$ cat src/rtl/iencoder_pkg.sv
// Shared RV32I definitions for the instruction encoder: opcodes, FSM states,
// the latched request fields and the immediate range helper.
package iencoder_pkg;

    localparam int DATA_WIDTH     = 32;
    localparam int REG_ADDR_WIDTH = 5;

    typedef enum logic [6:0] {
        OPC_LOAD   = 7'h03,
        OPC_OP_IMM = 7'h13,
        OPC_AUIPC  = 7'h17,
        OPC_STORE  = 7'h23,
        OPC_OP     = 7'h33,
        OPC_LUI    = 7'h37,
        OPC_BRANCH = 7'h63,
        OPC_JALR   = 7'h67,
        OPC_JAL    = 7'h6F
    } opcode_t;

    typedef enum logic [1:0] {
        ENC_IDLE,
        ENC_BUSY,
        ENC_RESP
    } enc_state_t;

    localparam logic [DATA_WIDTH-1:0] INSTR_NOP = 32'h0000_0013;

    // Opcode is kept as raw bits so unknown encodings survive to the packer.
    typedef struct packed {
        logic [6:0]                opcode;
        logic [REG_ADDR_WIDTH-1:0] rd;
        logic [REG_ADDR_WIDTH-1:0] rs1;
        logic [REG_ADDR_WIDTH-1:0] rs2;
        logic [2:0]                funct3;
        logic [6:0]                funct7;
        logic [DATA_WIDTH-1:0]     imm;
    } enc_fields_t;

    // True when every bit selected by mask carries the same value.
    function automatic logic is_uniform(input logic [DATA_WIDTH-1:0] value,
                                        input logic [DATA_WIDTH-1:0] mask);
        return ((value & mask) == mask) || ((value & mask) == '0);
    endfunction

endpackage

$ cat src/rtl/iencoder_pack.sv
// Combinational RV32I field packer: latched fields -> {instruction, err}.
// Immediate/funct7 range checks are compiled in with IENCODER_STRICT_EN.
module iencoder_pack
    import iencoder_pkg::*;
(
    input  enc_fields_t             fields,
    output logic [DATA_WIDTH-1:0]   instruction,
    output logic                    err
);

    logic [DATA_WIDTH-1:0] imm;
    assign imm = fields.imm;

    // NOTE: every output gets a default before the case so no path infers a latch.
    always_comb begin
        instruction = '0;
        err         = 1'b0;
        case (fields.opcode)
            OPC_OP:
                instruction = {fields.funct7, fields.rs2, fields.rs1,
                               fields.funct3, fields.rd, fields.opcode};
            OPC_OP_IMM, OPC_LOAD, OPC_JALR:
                instruction = {imm[11:0], fields.rs1, fields.funct3,
                               fields.rd, fields.opcode};
            OPC_STORE:
                instruction = {imm[11:5], fields.rs2, fields.rs1,
                               fields.funct3, imm[4:0], fields.opcode};
            OPC_BRANCH:
                instruction = {imm[12], imm[10:5], fields.rs2, fields.rs1,
                               fields.funct3, imm[4:1], imm[11], fields.opcode};
            OPC_LUI, OPC_AUIPC:
                instruction = {imm[31:12], fields.rd, fields.opcode};
            OPC_JAL:
                instruction = {imm[20], imm[10:1], imm[11], imm[19:12],
                               fields.rd, fields.opcode};
            default:
                err = 1'b1;
        endcase

`ifdef IENCODER_STRICT_EN
        // Out-of-range values still emit the truncated word, only flagged.
        case (fields.opcode)
            OPC_OP:
                if (fields.funct7 != 7'h00 && fields.funct7 != 7'h20) err = 1'b1;
            OPC_OP_IMM, OPC_LOAD, OPC_JALR, OPC_STORE:
                if (!is_uniform(imm, 32'hFFFF_F800)) err = 1'b1;
            OPC_BRANCH:
                if (!is_uniform(imm, 32'hFFFF_F000) || imm[0]) err = 1'b1;
            OPC_JAL:
                if (!is_uniform(imm, 32'hFFF0_0000) || imm[0]) err = 1'b1;
            OPC_LUI, OPC_AUIPC:
                if (imm[11:0] != 12'h000) err = 1'b1;
            default: ;
        endcase
`endif
    end

endmodule

$ cat src/rtl/iencoder.sv
// RV32I instruction encoder with valid/ready handshakes and a fixed LATENCY
// delay model. Optional strict immediate checks: define IENCODER_STRICT_EN.
module iencoder #(
    parameter int LATENCY        = 4,
    parameter int DATA_WIDTH     = 32,
    parameter int REG_ADDR_WIDTH = 5
) (
    input  logic                      clk,
    input  logic                      rst,
    input  logic                      req_valid,
    output logic                      req_ready,
    input  logic [6:0]                opcode,
    input  logic [REG_ADDR_WIDTH-1:0] rd_addr,
    input  logic [REG_ADDR_WIDTH-1:0] rs1_addr,
    input  logic [REG_ADDR_WIDTH-1:0] rs2_addr,
    input  logic [2:0]                funct3,
    input  logic [6:0]                funct7,
    input  logic [DATA_WIDTH-1:0]     imm,
    output logic                      resp_valid,
    input  logic                      resp_ready,
    output logic [DATA_WIDTH-1:0]     instruction,
    output logic                      resp_err
);

    import iencoder_pkg::*;

    localparam logic [3:0] CNT_LOAD = 4'(LATENCY - 1);

    enc_state_t            state_q, state_d;
    logic [3:0]            count_q, count_d;
    enc_fields_t           fields_q, fields_d;
    enc_fields_t           req_fields;
    logic [DATA_WIDTH-1:0] instr_q, instr_d;
    logic                  err_q, err_d;
    logic                  valid_q, valid_d;
    logic [DATA_WIDTH-1:0] pack_instr;
    logic                  pack_err;

    always_comb begin
        req_fields.opcode = opcode;
        req_fields.rd     = rd_addr;
        req_fields.rs1    = rs1_addr;
        req_fields.rs2    = rs2_addr;
        req_fields.funct3 = funct3;
        req_fields.funct7 = funct7;
        req_fields.imm    = imm;
    end

    iencoder_pack u_pack (
        .fields      (fields_q),
        .instruction (pack_instr),
        .err         (pack_err)
    );

    always_comb begin
        state_d  = state_q;
        count_d  = count_q;
        fields_d = fields_q;
        instr_d  = instr_q;
        err_d    = err_q;
        valid_d  = valid_q;
        case (state_q)
            ENC_IDLE: begin
                if (req_valid) begin
                    fields_d = req_fields;
                    count_d  = CNT_LOAD;
                    state_d  = ENC_BUSY;
                end
            end
            ENC_BUSY: begin
                if (count_q == 4'd0) begin
                    instr_d = pack_instr;
                    err_d   = pack_err;
                    valid_d = 1'b1;
                    state_d = ENC_RESP;
                end else begin
                    count_d = count_q - 4'd1;
                end
            end
            ENC_RESP: begin
                if (resp_ready) begin
                    valid_d = 1'b0;
                    state_d = ENC_IDLE;
                end
            end
            default: state_d = ENC_IDLE;
        endcase
    end

    // NOTE: sequential state uses non-blocking assignments only, so every flop
    // samples pre-edge values regardless of block ordering.
    // NOTE: the latched fields are reset too; they are a handful of flops, not
    // a memory, and resetting them keeps the packer output deterministic.
    always_ff @(posedge clk or posedge rst) begin
        if (rst) begin
            state_q  <= ENC_IDLE;
            count_q  <= '0;
            fields_q <= '0;
            instr_q  <= '0;
            err_q    <= 1'b0;
            valid_q  <= 1'b0;
        end else begin
            state_q  <= state_d;
            count_q  <= count_d;
            fields_q <= fields_d;
            instr_q  <= instr_d;
            err_q    <= err_d;
            valid_q  <= valid_d;
        end
    end

    assign req_ready   = (state_q == ENC_IDLE) && !rst;
    assign resp_valid  = valid_q;
    assign instruction = instr_q;
    assign resp_err    = err_q;

endmodule

$ cat config.mk
export PLATFORM = sky130hd
export DESIGN_NAME = iencoder
export DESIGN_NICKNAME = d
export VERILOG_FILES = /design/src/rtl/iencoder_pkg.sv /design/src/rtl/iencoder_pack.sv /design/src/rtl/iencoder.sv
export SDC_FILE = /design/constraint.sdc
export NUM_CORES = 1
export LEC_CHECK = 0
export ABC_AREA = 1
export CORE_MARGIN = 2
export CORE_UTILIZATION = 47
export CTS_CLUSTER_DIAMETER = 100
export CTS_CLUSTER_SIZE = 28
export DETAILED_ROUTE_END_ITERATION = 6
export GPL_TIMING_DRIVEN = 0
export PLACE_DENSITY = 0.78
export REMOVE_ABC_BUFFERS = 1
export SLEW_MARGIN = 20
export SYNTH_ARGS = -nofsm -noshare
export SYNTH_HDL_FRONTEND = slang
export SYNTH_SLANG_ARGS = --single-unit
$ cat constraint.sdc
create_clock -name clk -period 3.26 [get_ports clk]
set_input_delay 0.326 -clock clk [delete_from_list [all_inputs] [get_ports clk]]
set_output_delay 0.326 -clock clk [all_outputs]
set_load 0.01 [all_outputs]
Word-level counts from Yosys, hierarchy flattened. Index checks and enable logic that the tools add are counted.

Reductions and logical operators: 14. Multiplexer cells: 12. Equal/unequal tests: 15. Add/subtract/negate cells: 1.

Operators with widths (number): one-hot mux 32 bit (6 select lines) (1); equality test 7 x 6 -> 1 bit (second input constant) (3); equality test 7 bit (second input constant) (3); equality test 7 x 5 -> 1 bit (second input constant) (2); AND reduction 3 bit (3); OR reduction 9 bit (1); 2-to-1 mux 4 bit (2); != test 2 bit (second input constant) (4); one-hot mux 4 bit (2 select lines) (1); equality test 7 x 2 -> 1 bit (second input constant) (1); 2-to-1 mux 2 bit (3); one-hot mux 2 bit (3 select lines) (1); zero test 4 bit (1); AND reduction 2 bit (2); nonzero test 2 bit (2); subtractor 4 x 1 -> 4 bit (second input constant) (1); 2-to-1 mux 1 bit (3); OR reduction 3 bit (1); equality test 2 x 1 -> 1 bit (second input constant) (1); equality test 2 bit (second input constant) (1); zero test 2 bit (1); one-hot mux 1 bit (2 select lines) (1); OR reduction 2 bit (1); logical AND 1 bit (1); zero test 1 bit (1).

Input port bits: 68. Word-level logic and storage cells: 54. Bits in registers: 104. Output and inout bits: 35.

Logic depth before layout (Yosys ltp).
Depth after elaboration: 3. Depth in mapped cells: 11. Depth with buffers taken out: 9.

By module. A second synthesis with hierarchy kept.

Cell total of the unflattened synthesis: 735. Area, all modules: 5521.5 um^2.

Modules (own cells, without submodules): iencoder (area an instance 4087.7 um^2, cells an instance 453, times used 1, seq. area each 2602.5 um^2); iencoder_pack (area an instance 1433.9 um^2, cells an instance 282, times used 1, seq. area each 0.0 um^2).

Least setup slack after synthesis. OpenSTA, ideal clock, no wires.

Path type: register -> register. Start: register count_q[0]. End: register instr_q[4], in the netlist instruction[4]. Stages on the path, launching flop included: 10. Slack: 1834 ps. Data arrival time: 1302 ps. Path buffers: 2. Library setup time: 124 ps. Data required time: 3136 ps. Clock period less this slack: 1426 ps. Path through: dfrtp_1 -> inv_1 -> ha_1 -> nand3_1 -> nor2_1 -> inv_1 -> buf_2 -> buf_2 -> nand2_1 -> nand2_1.

Longest elaborated chain between the ends: 2.

RTL lines: start: declaration (RTL line iencoder.sv:30) `logic [3:0] count_q, count_d;`; start signal: assignment (RTL line iencoder.sv:104) `count_q <= count_d;`; zero test 4 bit (RTL line iencoder.sv:71) `if (count_q == 4'd0) begin`; AND reduction 2 bit (no source line); end signal: assignment (RTL line iencoder.sv:106) `instr_q <= instr_d;`; end: declaration (RTL line iencoder.sv:33) `logic [DATA_WIDTH-1:0] instr_q, instr_d;`.

Every way passes these cells. A chain may end at the register's enable or synchronous reset.

Worst setup path in the final report.
Start: register fields_q[60] (netlist bit). End: register instr_q[14], in the netlist instruction[14].

Longest elaborated chain between the ends: 3.

RTL lines: start: declaration (RTL line iencoder.sv:31) `enc_fields_t fields_q, fields_d;`; start signal: assignment (RTL line iencoder.sv:105) `fields_q <= fields_d;`; equality test 7 x 5 -> 1 bit (tied with other cells) (RTL line iencoder_pack.sv:18) `case (fields.opcode)`; OR reduction 3 bit / OR reduction 2 bit (equally long branches); one-hot mux 32 bit (6 select lines) (*) (RTL line iencoder_pack.sv:18).

Mark *: on every way between the ends. The rest lies on a longest branch, timed or not.

==> metrics.md <==
| Metric | Value |
|---|---|
| Max Clk Rate | `about 0.44 GHz` |
| Via count | `5149` |
| Hold Crit Class | `in2async` |
| Number of top-level pins | `~100` |
| Fin crit period | `2.273 ns` |
| Area grow syn2layout | `26.61%` |
| Top cell type by total area after synthesis | `dfrtp_1` |
| Die ar. | `roughly 0.012 mm²` |
| Async set or reset register ratio after synthesis | `100.0%` |
| Post-synthesis cell count | `742` |
| Worst setup path endpoint | `instruction[14]` |
| Global Route Usage Sum | `23.33%` |
| Maxcap violations | `0` |
| Worst R2R Setup Slack | `0.99 ns` |
| Grt ovf | `0` |
| Final number of max-transition violations | `0` |
| Cells after DPL | `946` |
| Core ar. | `0.01098 mm²` |
| Cell variety after synth | `25` |
| Status | `complete, no violations` |
| CTS Hold Buffers Added | `0` |
| Post-DRT Antenna Nets | `0` |
| Total power | `5.228 mW` |
| Ranking of synthesized cells by area | `dfrtp_1 49%, nand2_1 26%, nand3_1 11%` |
| Clock Latency Late Sink | `0.35 ns` |
| Initial antenna violation count | `0` |
| Worst Skew | `0.004129 ns` |
| Resized cells post-CTS | `0` |
| Number of flops mapped to enable cells by yosys | `0` |
| Critical path type | `reg2reg` |
| RSZ-0062 raised after global routing | `no` |
| Post-synth top area share | `48.60%` |
| Horiz. Die Dim | `approximately 110 µm` |
| Global-route wire length before repair | `23620 µm` |
| CP endpoint kind | `flop` |
| Number of vias per cell | `approximately 5.4` |
| Worst-Margin Slew | `0.8003 ns` |
| Peak VDD IR | `0.5378 mV` |
| Routed length per placed instance | `14.67 µm` |
| 1st-iter DRT viols | `~360` |
| Worst reg2reg startpoint | `fields_q[60]` |
| Synth Register Bits | `104` |
| Pwr per Cell Area | `771.0 mW/mm²` |
| Period utilisation layout | `between 60 and 70%` |
| Crit path DAT | `roughly 2.6 ns` |
| Port Buf Inserts | `102` |
| Antenna diodes | `0` |
| Prevailing post-synth register cell | `dfrtp_1` |
| Commonest non-fill, non-tap cells in the layout | `377 x nand2_1, 120 x nand3_1, 104 x dfrtp_1` |
| Required time of the critical path | `3.55 ns` |
| H-tree depth | `3` |
| Reg clk slew, reported paths | `0.07 ns` |
| Die Span Y | `110.7 µm` |
| R2R Path End | `instruction[14]` |
| Vias in the first global route | `5111` |
| Cell Rows | `38` |
| Initial Util | `48.76%` |
| Mean Syn Cell Area | `7.217 µm²` |
| Non-filler instance count after layout | `962` |
| Post-synthesis sequential area ratio | `about half` |
| Critical path origin | `fields_q[60]` |
| Final Util | `roughly 62%` |
| R2r worst-path depth | `9` |
| Critical-path maximum fanout | `30` |
| Share of layout cells above drive strength 1 | `4.623%` |
| GPL Wtd Cong | `0.8032` |
| CTS tree | `yes` |
| CTS max path bufs | `2` |
| Largest net degree at the start of global routing | `82` |
| Crit path launch type | `flop` |
| Total wire length | `14110 µm` |
| Commonest non-fill, non-tap cell in the layout | `nand2_1` |
| Worst relative slew slack | `46.52%` |
| Total CTS buffers | `9` |
| Number of synthesis warnings | `0` |
| Detailed placement HPWL | `8915 µm` |
| CTS sink cnt | `between 100 and 150` |
| Post-Syn Area | `roughly 0.0054 mm²` |
| DRC violations left | `0` |
| Leakage power | `about 3.5 nW` |
| Final setup fails | `0` |
| Layout Nets | `887` |
| Root Driver | `clkbuf_16` |
| Setup bufs post-CTS | `0` |
| Pre-antenna DRT Iters | `7` |
| Final Hold Fails | `0` |
## per-layer routing
metal | vias to the layer above | GRT usage (%) | wire length, µm
met1 | 2444 | 31.21 | 6146
met4 | 0 | 9.167 | 206
met3 | 19 | 4.265 | 940
met5 | - | 0 | 0
li1 | 2484 | - | -
met2 | 202 | 37.75 | 6816
## sequential cells by signal, indices dropped and copies added, names as in the netlist
register,count
state_q,2
instruction,32
resp_err,1
count_q,4
fields_q,64
resp_valid,1
## how the worst min path moves through the flow
stage	from	endpoint	slack (ns)	cells after the start
global placement	instruction[1]	instruction[1]	0.46	2
floorplan	resp_ready	state_q[1]	0.43	1
detailed placement	instruction[10]	instruction[10]	0.47	2
CTS	rst	state_q[0]	0.34	2
finish	rst	state_q[0]	0.33	2
global route	rst	state_q[0]	0.35	2
## layout make-up
| class | instances | area (µm²) |
|---|---|---|
| Multi-Input combinational cell | 573 | 2444 |
| Clock buffer | 14 | 274.0 |
| Inverter | 22 | 90.09 |
| Tap cell | 140 | 175.2 |
| Sequential cell | 104 | 2603 |
| Timing Repair Buffer | 107 | 1135 |
| Fill cell | 997 | 4203 |
| Clock inverter | 2 | 60.06 |
## worst max-delay path, stage by stage, from the launching register on
cell	delay, ns
dfrtp_1	0.38
inv_1	0.08
nand2_1	0.08
nor2_4	0.62
nand2_1	0.28
nand3_4	0.38
nand2_1	0.10
nand3_1	0.10
nand2_1	0.08
nand2_1	0.09
## kinds of logic after synthesis
family | after synthesis | share of synthesized area (%)
simple gates | 548 | 42.52
buf+inv | 65 | 6.098
fa+ha+maj | 2 | 0.4672
compound gates | 23 | 2.313
flops | 104 | 48.60
## per-stage QoR
step	setup TNS, ns	setup slack [ns]	hold slack, ns	instance area [µm²]
floorplan	0	0.2018	0.4332	5111
global placement	-252.60	-1.383	0.4613	6307
detailed placement	0	1.007	0.4651	6446
CTS	0	1.020	0.3377	6780
global route	0	0.8657	0.3491	6780
finish	0	0.9869	0.3258	6780
## report_power, final
part,switching (mW),total [mW],internal (mW)
Clock,0.478,1.22,0.737
Sequential,0.412,2.22,1.80
Combinational,1.13,1.80,0.666
## synth_stat cells (2+ instances only)
master    count
nand2_2       2
buf_4         7
nor2_4        2
nor2_1       36
clkbuf_1      6
buf_6         3
nand2_1     378
dfrtp_1     104
inv_1        19
o21ai_0      17
nor3_1        4
a21oi_1       2
nand3_1     120
nor2_2        2
buf_2        27
inv_2         3
ha_1          2
Note: power is estimated with default switching activity, not from simulation.
